<file path="src/rtl/psum_normalizer_pkg.sv">
// Shared constants, FSM state type and helpers for the partial-sum normalizer.
// The divider and the top level both import this package.
package psum_norm_pkg;

  localparam int COL     = 8;
  localparam int BW_PSUM = 20;
  localparam int BW_SUM  = BW_PSUM + 4;
  localparam int BW_OUT  = 8;
  localparam int FRAC    = BW_OUT - 1;
  localparam int ELEM_W  = $clog2(COL);

  // Largest representable positive fraction; a full-scale quotient of 2^FRAC clips here.
  localparam logic [BW_OUT-1:0] SAT_LIM = BW_OUT'((1 << FRAC) - 1);

  typedef enum logic [2:0] {
    IDLE,
    SUM,
    WAIT,
    DIV,
    OUT
  } state_e;

  // Magnitude of a signed psum as an unsigned value of the same width; -2^(n-1) maps to 2^(n-1).
  function automatic logic [BW_PSUM-1:0] abs_psum(input logic signed [BW_PSUM-1:0] v);
    logic [BW_PSUM-1:0] u;
    u = v;
    return v[BW_PSUM-1] ? (~u + 1'b1) : u;
  endfunction

endpackage

</file>
<file path="src/rtl/psum_normalizer_if.sv">
// Vector, partner-sum and result handshake bundle of one normalizer instance.
// slave is the normalizer side; master is the surrounding array / consumer side.
interface psum_normalizer_if;
  import psum_norm_pkg::*;

  logic                      in_valid;
  logic                      in_ready;
  logic [BW_PSUM*COL-1:0]    psum_in;
  logic [BW_SUM-1:0]         sum_local_out;
  logic                      sum_local_valid;
  logic [BW_SUM-1:0]         sum_partner;
  logic                      sum_partner_valid;
  logic [BW_OUT*COL-1:0]     norm_out;
  logic                      out_valid;
  logic                      out_ready;

  modport slave (
    input  in_valid, psum_in, sum_partner, sum_partner_valid, out_ready,
    output in_ready, sum_local_out, sum_local_valid, norm_out, out_valid
  );

  modport master (
    output in_valid, psum_in, sum_partner, sum_partner_valid, out_ready,
    input  in_ready, sum_local_out, sum_local_valid, norm_out, out_valid
  );

endinterface

</file>
<file path="src/rtl/psum_div_serial.sv">
// Restoring divider producing floor(dividend * 2^FRAC / divisor), one quotient bit per cycle.
// The start cycle already resolves the MSB, so a result is ready after exactly BW_OUT cycles.
module psum_div_serial
  import psum_norm_pkg::*;
(
  input  logic               clk,
  input  logic               reset,
  input  logic               start_i,
  input  logic [BW_PSUM-1:0] dividend_i,
  input  logic [BW_SUM-1:0]  divisor_i,
  output logic [BW_OUT-1:0]  quotient_o,
  output logic               done_o,
  output logic               busy_o
);

  localparam int CNT_W = $clog2(BW_OUT);

  logic              busy_q, busy_d;
  logic [BW_SUM:0]   rem_q, rem_d;
  logic [BW_OUT-2:0] quo_q, quo_d;
  logic [CNT_W-1:0]  cnt_q, cnt_d;

  logic              active;
  logic              bit_v;
  logic [BW_SUM:0]   rem_cur;
  logic [BW_SUM:0]   rem_sub;
  logic [BW_OUT-1:0] quo_full;
  logic [CNT_W-1:0]  cnt_cur;

  // NOTE: every combinational output gets a default first so no path leaves it unassigned and infers a latch.
  always_comb begin
    active   = start_i | busy_q;
    rem_cur  = start_i ? (BW_SUM+1)'(dividend_i) : rem_q;
    cnt_cur  = start_i ? '0 : cnt_q;
    bit_v    = rem_cur >= {1'b0, divisor_i};
    rem_sub  = bit_v ? (rem_cur - {1'b0, divisor_i}) : rem_cur;
    quo_full = {(start_i ? (BW_OUT-1)'(0) : quo_q), bit_v};
    done_o   = active && (cnt_cur == CNT_W'(BW_OUT - 1));
    quotient_o = (quo_full > SAT_LIM) ? SAT_LIM : quo_full;

    busy_d = busy_q;
    rem_d  = rem_q;
    quo_d  = quo_q;
    cnt_d  = cnt_q;
    if (active) begin
      busy_d = !done_o;
      rem_d  = rem_sub << 1;
      quo_d  = quo_full[BW_OUT-2:0];
      cnt_d  = cnt_cur + 1'b1;
    end
  end

  assign busy_o = busy_q;

  // NOTE: state registers use non-blocking assignments so all flops update together at the edge.
  always_ff @(posedge clk) begin
    if (reset) begin
      busy_q <= 1'b0;
      rem_q  <= '0;
      quo_q  <= '0;
      cnt_q  <= '0;
    end else begin
      busy_q <= busy_d;
      rem_q  <= rem_d;
      quo_q  <= quo_d;
      cnt_q  <= cnt_d;
    end
  end

endmodule

</file>
<file path="src/rtl/psum_normalizer.sv">
// Normalizes one core's psum vector by the combined |psum| total of both cores.
// Exports the local sum, waits for the partner's, then divides element by element.
module psum_normalizer
  import psum_norm_pkg::*;
(
  input  logic               clk,
  input  logic               reset,
  psum_normalizer_if.slave   bus
);

  state_e                      state_q, state_d;
  logic signed [BW_PSUM-1:0]   psum_q [COL];
  logic signed [BW_PSUM-1:0]   psum_d [COL];
  logic [BW_SUM-1:0]           local_q, local_d;
  logic [BW_SUM-1:0]           total_q, total_d;
  logic [ELEM_W-1:0]           elem_q, elem_d;
  logic [BW_OUT*COL-1:0]       res_q, res_d;
  logic [BW_OUT*COL-1:0]       norm_q, norm_d;

  logic [BW_SUM-1:0]  local_sum;
  logic [BW_SUM-1:0]  total_sum;
  logic               div_start;
  logic               div_done;
  logic               div_busy;
  logic [BW_OUT-1:0]  div_quo;
  logic [BW_OUT-1:0]  elem_val;

  always_comb begin
    local_sum = '0;
    for (int k = 0; k < COL; k++) begin
      local_sum = local_sum + BW_SUM'(abs_psum(psum_q[k]));
    end
  end

  assign total_sum = local_q + bus.sum_partner;
  assign div_start = (state_q == DIV) && !div_busy;
  assign elem_val  = psum_q[elem_q][BW_PSUM-1] ? (~div_quo + 1'b1) : div_quo;

  psum_div_serial u_div (
    .clk        (clk),
    .reset      (reset),
    .start_i    (div_start),
    .dividend_i (abs_psum(psum_q[elem_q])),
    .divisor_i  (total_q),
    .quotient_o (div_quo),
    .done_o     (div_done),
    .busy_o     (div_busy)
  );

  always_comb begin
    state_d = state_q;
    psum_d  = psum_q;
    local_d = local_q;
    total_d = total_q;
    elem_d  = elem_q;
    res_d   = res_q;
    norm_d  = norm_q;
    unique case (state_q)
      IDLE: begin
        if (bus.in_valid) begin
          for (int k = 0; k < COL; k++) begin
            psum_d[k] = bus.psum_in[k*BW_PSUM +: BW_PSUM];
          end
          state_d = SUM;
        end
      end
      SUM: begin
        local_d = local_sum;
        state_d = WAIT;
      end
      WAIT: begin
        if (bus.sum_partner_valid) begin
          total_d = total_sum;
          elem_d  = '0;
          if (total_sum == '0) begin
            norm_d  = '0;
            state_d = OUT;
          end else begin
            state_d = DIV;
          end
        end
      end
      DIV: begin
        if (div_done) begin
          res_d[elem_q*BW_OUT +: BW_OUT] = elem_val;
          if (elem_q == ELEM_W'(COL - 1)) begin
            norm_d  = res_d;
            state_d = OUT;
          end else begin
            elem_d = elem_q + 1'b1;
          end
        end
      end
      OUT: begin
        if (bus.out_ready) state_d = IDLE;
      end
      default: state_d = IDLE;
    endcase
  end

  always_ff @(posedge clk) begin
    if (reset) begin
      state_q <= IDLE;
      local_q <= '0;
      total_q <= '0;
      elem_q  <= '0;
      norm_q  <= '0;
    end else begin
      state_q <= state_d;
      local_q <= local_d;
      total_q <= total_d;
      elem_q  <= elem_d;
      norm_q  <= norm_d;
    end
  end

  // NOTE: the psum latch and result scratch are pure data storage, fully rewritten before use, so they carry no reset.
  always_ff @(posedge clk) begin
    psum_q <= psum_d;
    res_q  <= res_d;
  end

  assign bus.in_ready        = (state_q == IDLE);
  assign bus.sum_local_valid = (state_q == WAIT);
  assign bus.sum_local_out   = local_q;
  assign bus.out_valid       = (state_q == OUT);
  assign bus.norm_out        = norm_q;

endmodule
</file>
<file path="src/flat_wrapper.sv">
// flat-port wrapper written by rule: the top's interface ports become plain ports
module psum_normalizer_flat import psum_norm_pkg::*;
  (clk, reset, bus_in_valid, bus_psum_in, bus_sum_partner, bus_sum_partner_valid, bus_out_ready, bus_in_ready, bus_sum_local_out, bus_sum_local_valid, bus_norm_out, bus_out_valid);
  psum_normalizer_if bus_i ();
  input  logic clk;
  input  logic reset;
  input wire logic [$bits(bus_i.in_valid)-1:0] bus_in_valid;
  input wire logic [$bits(bus_i.psum_in)-1:0] bus_psum_in;
  input wire logic [$bits(bus_i.sum_partner)-1:0] bus_sum_partner;
  input wire logic [$bits(bus_i.sum_partner_valid)-1:0] bus_sum_partner_valid;
  input wire logic [$bits(bus_i.out_ready)-1:0] bus_out_ready;
  output wire logic [$bits(bus_i.in_ready)-1:0] bus_in_ready;
  output wire logic [$bits(bus_i.sum_local_out)-1:0] bus_sum_local_out;
  output wire logic [$bits(bus_i.sum_local_valid)-1:0] bus_sum_local_valid;
  output wire logic [$bits(bus_i.norm_out)-1:0] bus_norm_out;
  output wire logic [$bits(bus_i.out_valid)-1:0] bus_out_valid;
  assign bus_i.in_valid = bus_in_valid;
  assign bus_i.psum_in = bus_psum_in;
  assign bus_i.sum_partner = bus_sum_partner;
  assign bus_i.sum_partner_valid = bus_sum_partner_valid;
  assign bus_i.out_ready = bus_out_ready;
  assign bus_in_ready = bus_i.in_ready;
  assign bus_sum_local_out = bus_i.sum_local_out;
  assign bus_sum_local_valid = bus_i.sum_local_valid;
  assign bus_norm_out = bus_i.norm_out;
  assign bus_out_valid = bus_i.out_valid;
  psum_normalizer u_core (.clk(clk), .reset(reset), .bus(bus_i));
endmodule
</file>
<file path="config.mk">
export PLATFORM = sky130hd
export DESIGN_NAME = psum_normalizer_flat
export DESIGN_NICKNAME = d
export VERILOG_FILES = /design/src/rtl/psum_normalizer_pkg.sv /design/src/rtl/psum_normalizer_if.sv /design/src/rtl/psum_div_serial.sv /design/src/rtl/psum_normalizer.sv /design/src/flat_wrapper.sv
export SDC_FILE = /design/constraint.sdc
export NUM_CORES = 1
export LEC_CHECK = 0
export CAP_MARGIN = 20
export CORE_MARGIN = 4
export CORE_UTILIZATION = 50
export CTS_CLUSTER_SIZE = 14
export DETAILED_ROUTE_END_ITERATION = 8
export PLACE_DENSITY = 0.72
export REMOVE_ABC_BUFFERS = 1
export SLEW_MARGIN = 10
export SYNTH_ARGS = -nofsm -noshare
export SYNTH_HDL_FRONTEND = slang
export SYNTH_SLANG_ARGS = --single-unit
</file>
<file path="constraint.sdc">
create_clock -name clk -period 17.5 [get_ports clk]
set_clock_uncertainty 0.2 [all_clocks]
set_input_delay 2.625 -clock clk [delete_from_list [all_inputs] [get_ports clk]]
set_output_delay 2.625 -clock clk [all_outputs]
set_load 0.01 [all_outputs]
</file>
==> results.cfg, run 1 <==
[run_status]
status = finished, final reports clean

[setup_path]
cp-start-kind = register
crit_arrival_ps = 8840
path_class = reg -> reg
cp.required_ps = 17750
cp-end-kind = register
cp_max_fo = 21

[global_routing]
grt_util_met1_pct = 36.9
grt.total_usage_pct = 27.3
grt_overflow = 0
gr-usage-met3_pct = 3.79
grt_pass1_wl_mm = 117
grt_max_degree = 78
grt_pass1_vias = 20700
antenna_found_initial = 1
top_usage_layer = met2
grtUsageMet2_pct = 45.8

[detailed_routing]
num_vias = 21000
final_antenna_net_count = 0
wl_per_cell_um = 21.7
drc = 0
first_pass_iters = 5
viasPerCell = 5.89
drtIter0Drc = 1620
wl_mm = 77.3

[power]
power.total_mw = 5.83
comb_power_share_pct = 65.1
switchingPower_mw = 2.66
seq_power_share_pct = 18.5
p_leak_nw = 11.6
switching_share_pct = 45.6
power.share.clock_pct = 16.3
internal_power_mw = 3.17
p_per_area_nw_per_um2 = 191
peakVddDrop_v = 0.000212

[sta]
setup_tns_ps = 0
rsz0062_at_grt = no
slew_violations = 0
finalSetupViolations = 0
fin_crit_sh_pct = 49.1
timing.final.ws_setup_ps = 8910
worstMarginPinSlew_ps = 1030
relSlewSlack_pct = 29.5
hold_violations = 0
fin_crit_ps = 8590
max_freq_ghz = 0.116

[floorplan]
die-area_sq_um = 55000
num_io_pins = 280
fp-row-count = 82
die_width_um = 234
start_util_pct = 50.8
core_sq_um = 50500
die_h_um = 234

[place]
pre_cts_ws_ps = 9050
place_congestion = 0.959
io_buffers = 279
dpl.hpwl_mm = 60.7
placed_cell_area_sq_um = 28900

[run]
drv_cap = 0

[finish]
syn_to_final_growth_pct = 18.8
final_core_util_pct = 60.4
fin_area_sq_um = 30500
fin_nets = 3263
drive_above_1_share_pct = 5.63

[synthesis]
ys_ff_latch = 377
synth_area_per_cell_sq_um = 9.71
syn-instance-count = 2642
yosysSeqAreaShare_pct = 38.2
ys_dominant_reg_cell = edfxtp_1
synth-edff-count = 224
synth_warnings = 0
yosysUniqueCellTypes = 82
syn_area_sq_um = 25600
synthArstFlopShare_pct = 0

[clocking]
postCtsSetupBuffers = 0
clock_path_buffers = 3
cts-root-buf = clkbuf_16
numCtsBuffers = 43
hold_buffers = 0
cts_tree = yes
clock-sinks = 377
htree_levels = 2
insertion_delay_ps = 600
cts.clk_slew.worst_paths_ps = 60
cts_resized = 0

[hold_path]
min_path_type = reg -> reg
## logic make-up (layout without fill, tap and decap cells)
kind of cell               Yosys count  in the layout  share of synthesized area [%]
xor gates and xnor gates           215            215                           7.34
buffers and inverters              310            565                           4.78
DFF                                377            377                           38.2
and+or+nand+nor                    827            827                           15.0
muxes                              115            115                           6.46
AOI/OAI and AO/OA                  587            587                           15.0
other                                0              1                              0
adders and majority gates          211            211                           13.3
## through the flow
stage          hold slack (ps)  std cells
3_3_place_gp               233       3488
3_5_place_dp               243       3488
5_1_grt                    269       3570
2_1_floorplan              221       2518
4_1_cts                    251       3567
6_report                   251       3570
## power groups by stage
stage	logic [mW]	clock network (mW)	registers, mW
after floorplan	2.83	0	1.07
after global placement	3.63	0	1.09
after detailed placement	3.73	0	1.09
after CTS	3.75	0.971	1.08
after global routing	4.24	1.00	1.08
final	3.80	0.953	1.08
## final cells by class
type                            count  area (sq um)
Sequential cell                   377          9790
Inverter                          186           698
Clock inverter                     20           289
Timing Repair Buffer              300          2970
Antenna cell                        1          2.50
Multi-Input combinational cell   1955         14700
Clock buffer                       59          1220
Fill cell                        4325         20000
Tap cell                          672           841
## placed cells by master (no fill, tap or decap), types with 101 or more instances in the layout
master	n
o21ai_0	167
dfxtp_1	151
nor2_1	127
fa_1	101
a21oi_1	123
ha_1	110
xnor2_1	141
edfxtp_1	224
inv_1	183
nand2_1	401
clkdlybuf4s50_1	278
## cells in the mapped netlist (64+ instances only)
cell,number,area [sq um]
dfxtp_1,153,3060
inv_1,184,691
clkbuf_1,92,345
edfxtp_1,224,6730
nand2_1,401,1510
ha_1,110,1380
nor3_1,64,320
nor2_1,129,484
xnor2_1,141,1230
xor2_1,74,648
fa_1,101,2020
mux2i_1,74,741
o21ai_0,167,836
a21oi_1,123,616
## flip-flops by register name, indices dropped and copies added (netlist names), 7 cells and up
name / flops
u_core.psum_q: 160
u_core.bus.norm_out: 64
u_core.res_q: 64
u_core.bus.sum_local_out: 24
u_core.total_q: 24
u_core.u_div.rem_q: 24
u_core.u_div.quo_q: 7
## worst max-delay path, stage by stage (launching register included)
cell       delay, ps
edfxtp_1         790
o21ai_0          320
fa_1             520
a21o_1           200
a21oi_1          220
o21ai_0          180
o41ai_1          610
o21ai_0          330
a21o_1           260
fa_1             510
fa_1             550
inv_1             50
fa_1             530
inv_1             60
fa_1             540
inv_1             50
ha_1             360
nand2_1          110
a2111oi_0        820
o21ai_0          270
and3b_1          250
o21ai_0          160
o211ai_1         150
o21ai_0          230
xnor2_1          140
o31ai_1           70
## worst paths after layout
kind,from,to,slack [ps],depth (start not counted)
setup / recovery,u_core.psum_q[139],u_core.bus.sum_local_out[22],8910,25
hold / removal,u_core.u_div.cnt_q[1],u_core.u_div.cnt_q[1],250,2
setup reg to reg,u_core.psum_q[139],u_core.bus.sum_local_out[22],8910,25
hold reg to reg,u_core.u_div.cnt_q[1],u_core.u_div.cnt_q[1],250,2
## metal layers
metal / routed length (um) / vias to the layer above
li1: - / 9865
met5: 0 / -
met1: 32800 / 10200
met2: 37000 / 786
met4: 2310 / 0
met3: 5170 / 133
(Power assumes the default switching activity.)
==> inputs of run 2 (changes only) <==
Settings changed: PLACE_DENSITY 0.72 to 0.75.
Clock period 17.5 ns to 6.95 ns, I/O delays scaled along.
==> results.cfg, run 2 (synthesized netlist as in run 1, its figures left out) <==
[sta]
fin_crit_sh_pct = 108
worstMarginPinSlew_ps = 1040
fin_crit_ps = 7500
timing.final.ws_setup_ps = -549
hold_violations = 0
finalSetupViolations = 9
slew_violations = 0
max_freq_ghz = 0.133
relSlewSlack_pct = 29.2
holdWs_ps = 253
rsz0062_at_grt = yes
setup_tns_ps = -2900

[global_routing]
grt_max_degree = 75
antenna_found_initial = 2
grt_pass1_wl_mm = 122
grt.total_usage_pct = 28.2
grt_pass1_vias = 22200
grt_overflow = 0

[setup_path]
cp-start-kind = register
reg2reg_depth = 29
cp_top_family = adder cells
crit_top_cell = a21o_1
r2r_end = u_core.bus.sum_local_out[21]
cp-end-kind = register
r2r-start = u_core.psum_q[143]
cp_max_fo = 3
crit_slowest_cell = or4_4
worst-path-buf-inv = 4
crit_arrival_ps = 7710
cp.required_ps = 7170
path_class = reg -> reg
rrSetupSlack_ps = -550
critPathMaxStageDelay_ps = 560

[power]
peakVddDrop_v = 0.000817
p_leak_nw = 12.5
power.total_mw = 18.8
p_per_area_nw_per_um2 = 583

[detailed_routing]
wl_per_cell_um = 21.5
num_vias = 22100
wl_mm = 80.3
drc = 0
drtIter0Drc = 1832
first_pass_iters = 6
final_antenna_net_count = 0
viasPerCell = 5.92

[finish]
drive_above_1_share_pct = 14.3
syn_to_final_growth_pct = 26.0
fill_cells = 4128
fin_area_sq_um = 32300
top_register = u_core.psum_q
fin_nets = 3437
largest_register_ffs = 160
final_cell_mix = nand2_1 (397), clkdlybuf4s50_1 (278), edfxtp_1 (224), buf_4 (187), inv_1 (169)
final_common_cell = nand2_1

[run_status]
violations = setup timing
status = finished with violations

[floorplan]
num_io_pins = 280
fp-row-count = 82
start_util_pct = 50.8
die_h_um = 234
core_sq_um = 50500
die-area_sq_um = 55000
die_width_um = 234

[hold_path]
holdPathStages = 2
hp-start = u_core.total_q[17]
min_path_type = reg -> reg
hold_end = u_core.total_q[17]

[clocking]
cts-root-buf = clkbuf_16
numCtsBuffers = 40
htree_levels = 2
cts.clk_slew.worst_paths_ps = 60
cts_tree = yes
clock_path_buffers = 3
insertion_delay_ps = 590
clock-sinks = 377

[run]
drv_cap = 0

[place]
dpl.hpwl_mm = 62.5
place_congestion = 0.969
pre_cts_ws_ps = -1020
placed_cell_area_sq_um = 30200
io_buffers = 279
==> run 2: area by class of cell <==
| cell class | instances | area, sq um | share of cell area [%] |
|---|---|---|---|
| Clock buffer | 51 | 1070 | 3.32 |
| Clock inverter | 21 | 290 | 0.899 |
| Inverter | 186 | 698 | 2.16 |
| Multi-Input combinational cell | 1955 | 15200 | 47.2 |
| Timing Repair Buffer | 477 | 4370 | 13.5 |
| Antenna cell | 3 | 7.51 | 0.0232 |
| Tap cell | 672 | 841 | 2.60 |
| Sequential cell | 377 | 9790 | 30.3 |
==> run 2: repair_timing <==
action,in CTS,in global routing
endpoints found under the setup margin,12,30
pin swaps,85,30
buffers inserted,4,8
hold endpoints to repair,0,0
gates resized for setup,94,49
hold buffers,0,0
==> run 2: report_power, final <==
part	switching, mW	internal [mW]	total [mW]
Clock	0.925	1.30	2.22
Combinational	7.14	6.80	13.9
Sequential	0.155	2.53	2.68
==> run 2: worst max path at each step <==
stage / start / to / slack, ps / depth (start not counted)
2_1_floorplan: u_core.elem_q[0] / u_core.bus.norm_out[22] / -1030 / 21
3_3_place_gp: u_core.psum_q[126] / u_core.bus.sum_local_out[23] / -910 / 27
3_5_place_dp: u_core.psum_q[126] / u_core.bus.sum_local_out[23] / -1020 / 28
4_1_cts: u_core.psum_q[146] / u_core.bus.sum_local_out[20] / -510 / 28
5_1_grt: u_core.psum_q[143] / u_core.bus.sum_local_out[21] / -780 / 29
6_report: u_core.psum_q[143] / u_core.bus.sum_local_out[21] / -550 / 29
==> run 2: per-stage QoR <==
stage               cells  utilization (%)
CTS                  3732             63.5
detailed placement   3656             59.9
global placement     3656             59.9
global route         3741             64.0
floorplan            2518                -
finish               3742             64.0
==> run 2: routing by layer <==
layer / GRT usage, % / part of all wire [%] / up-vias
li1: - / - / 10200
met1: 36.5 / 41 / 10800
met2: 48.2 / 48 / 981
met3: 4.57 / 7.4 / 172
met4: 9.97 / 3.5 / 0
met5: 0 / 0 / -
==> run 2: worst min-delay path, cell delays in order, from the launching register on <==
cell and delay, ps:
dfxtp_1 310, nand2_1 50, a21oi_1 50
==> inputs of run 3 (changes only) <==
Settings changed: CORE_MARGIN 4 to default.
==> results.cfg, run 3 (synthesized netlist as in run 1, its figures left out) <==
[run_status]
status = finished with violations
violations = setup timing

[global_routing]
grt_max_degree = 76
grt.total_usage_pct = 29.6
grt_pass1_vias = 22300
antenna_found_initial = 4
grt_pass1_wl_mm = 122
grt_overflow = 0

[floorplan]
fp-row-count = 82
die_h_um = 228
die-area_sq_um = 52200
start_util_pct = 50.9
core_sq_um = 50400
num_io_pins = 280
die_width_um = 228

[finish]
final_common_cell = nand2_1
syn_to_final_growth_pct = 26.4
top_register = u_core.psum_q
fin_area_sq_um = 32400
largest_register_ffs = 160
drive_above_1_share_pct = 14.6
fill_cells = 4010
fin_nets = 3458
final_cell_mix = nand2_1 (396), clkdlybuf4s50_1 (278), edfxtp_1 (224), buf_4 (211), inv_1 (172)

[detailed_routing]
wl_mm = 78.9
num_vias = 22200
drtIter0Drc = 1903
drc = 0
first_pass_iters = 8
wl_per_cell_um = 20.9
viasPerCell = 5.90
final_antenna_net_count = 0

[setup_path]
cp-start-kind = register
cp.required_ps = 7170
cp_max_fo = 4
cp-end-kind = register
crit_arrival_ps = 7790
path_class = reg -> reg

[clocking]
htree_levels = 2
cts_tree = yes
cts-root-buf = clkbuf_16
insertion_delay_ps = 600
cts.clk_slew.worst_paths_ps = 70
numCtsBuffers = 41
clock_path_buffers = 3
clock-sinks = 377
hold_buffers = 0

[place]
place_congestion = 0.970
placed_cell_area_sq_um = 30300
dpl.hpwl_mm = 61.2
pre_cts_ws_ps = -990
io_buffers = 279

[sta]
fin_crit_sh_pct = 109
worstMarginPinSlew_ps = 1040
slew_violations = 0
holdWs_ps = 251
max_freq_ghz = 0.132
fin_crit_ps = 7560
relSlewSlack_pct = 30.4
finalSetupViolations = 10
hold_violations = 0
timing.final.ws_setup_ps = -613
rsz0062_at_grt = yes

[hold_path]
min_path_type = reg -> reg

[run]
drv_cap = 0

[power]
peakVddDrop_v = 0.000988
p_per_area_nw_per_um2 = 587
p_leak_nw = 12.5
## run 3: area by class of cell
class	count	area (sq um)	area share, %
antenna	3	7.51	0.0232
clock buffer	52	1090	3.35
clock inverter	23	297	0.915
inverter	186	701	2.16
multi-input combinational	1955	15200	46.9
sequential	377	9800	30.2
tap	672	841	2.59
timing repair buffer	497	4490	13.9
## run 3: worst max-delay path, cell delays in order (launching register included)
cell and delay [ps]:
edfxtp_1 440, or4_4 550, or3_4 370, or3_4 360, o31ai_1 280, xnor2_1 110, ha_1 190, or3_1 300
o211a_1 260, o21a_1 200, or2_4 250, fa_1 450, fa_1 510, inv_2 40, fa_1 540, inv_2 40
fa_1 550, inv_2 50, ha_4 210, a21o_1 160, a21o_1 190, a21o_1 170, a41oi_2 200, o211ai_1 150
a21o_1 220, a21oi_2 130, xor2_1 160, a211oi_1 80
## run 3: stage by stage
step	TNS, ps	power [mW]	util [%]	instances
final	-3680	19.0	64.4	3765
after global routing	-6460	20.5	64.4	3765
after CTS	-3310	18.0	63.7	3749
after detailed placement	-7260	14.2	60.1	3663
after global placement	-6040	13.8	60.1	3663
after floorplan	-34890	9.82	-	2518
## run 3: what timing repair did
action / CTS / global route
endpoints found under the hold margin: 0 / 0
resized for setup: 76 / 60
setup endpoints to repair: 13 / 29
setup buffers: 14 / 17
pin swaps: 68 / 25
## run 3: layer usage
layer  part of all wire (%)  routed length (um)  global-route usage [%]  vias to the layer above
li1                       -                   -                       -                    10300
met2                     49               38600                    50.6                      868
met3                    7.1                5570                    5.09                      165
met1                     40               31900                    37.3                    10900
met4                    3.5                2780                    11.3                        0
met5                      0                   0                       0                        -
## run 3: path summary, 6_finish.rpt
check	startpoint	endpoint	slack [ps]	cells after the start
worst max-delay path	u_core.psum_q[145]	u_core.bus.sum_local_out[21]	-610	27
worst min-delay path	u_core.u_div.cnt_q[2]	u_core.u_div.cnt_q[2]	250	2
worst max register to register	u_core.psum_q[145]	u_core.bus.sum_local_out[21]	-610	27
worst min register to register	u_core.u_div.cnt_q[2]	u_core.u_div.cnt_q[2]	250	2
## run 3: report_power, final
group          internal (mW)  switching (mW)
logic                   6.84            7.25
clock network           1.31           0.943
registers               2.53           0.154
total                   10.7            8.35
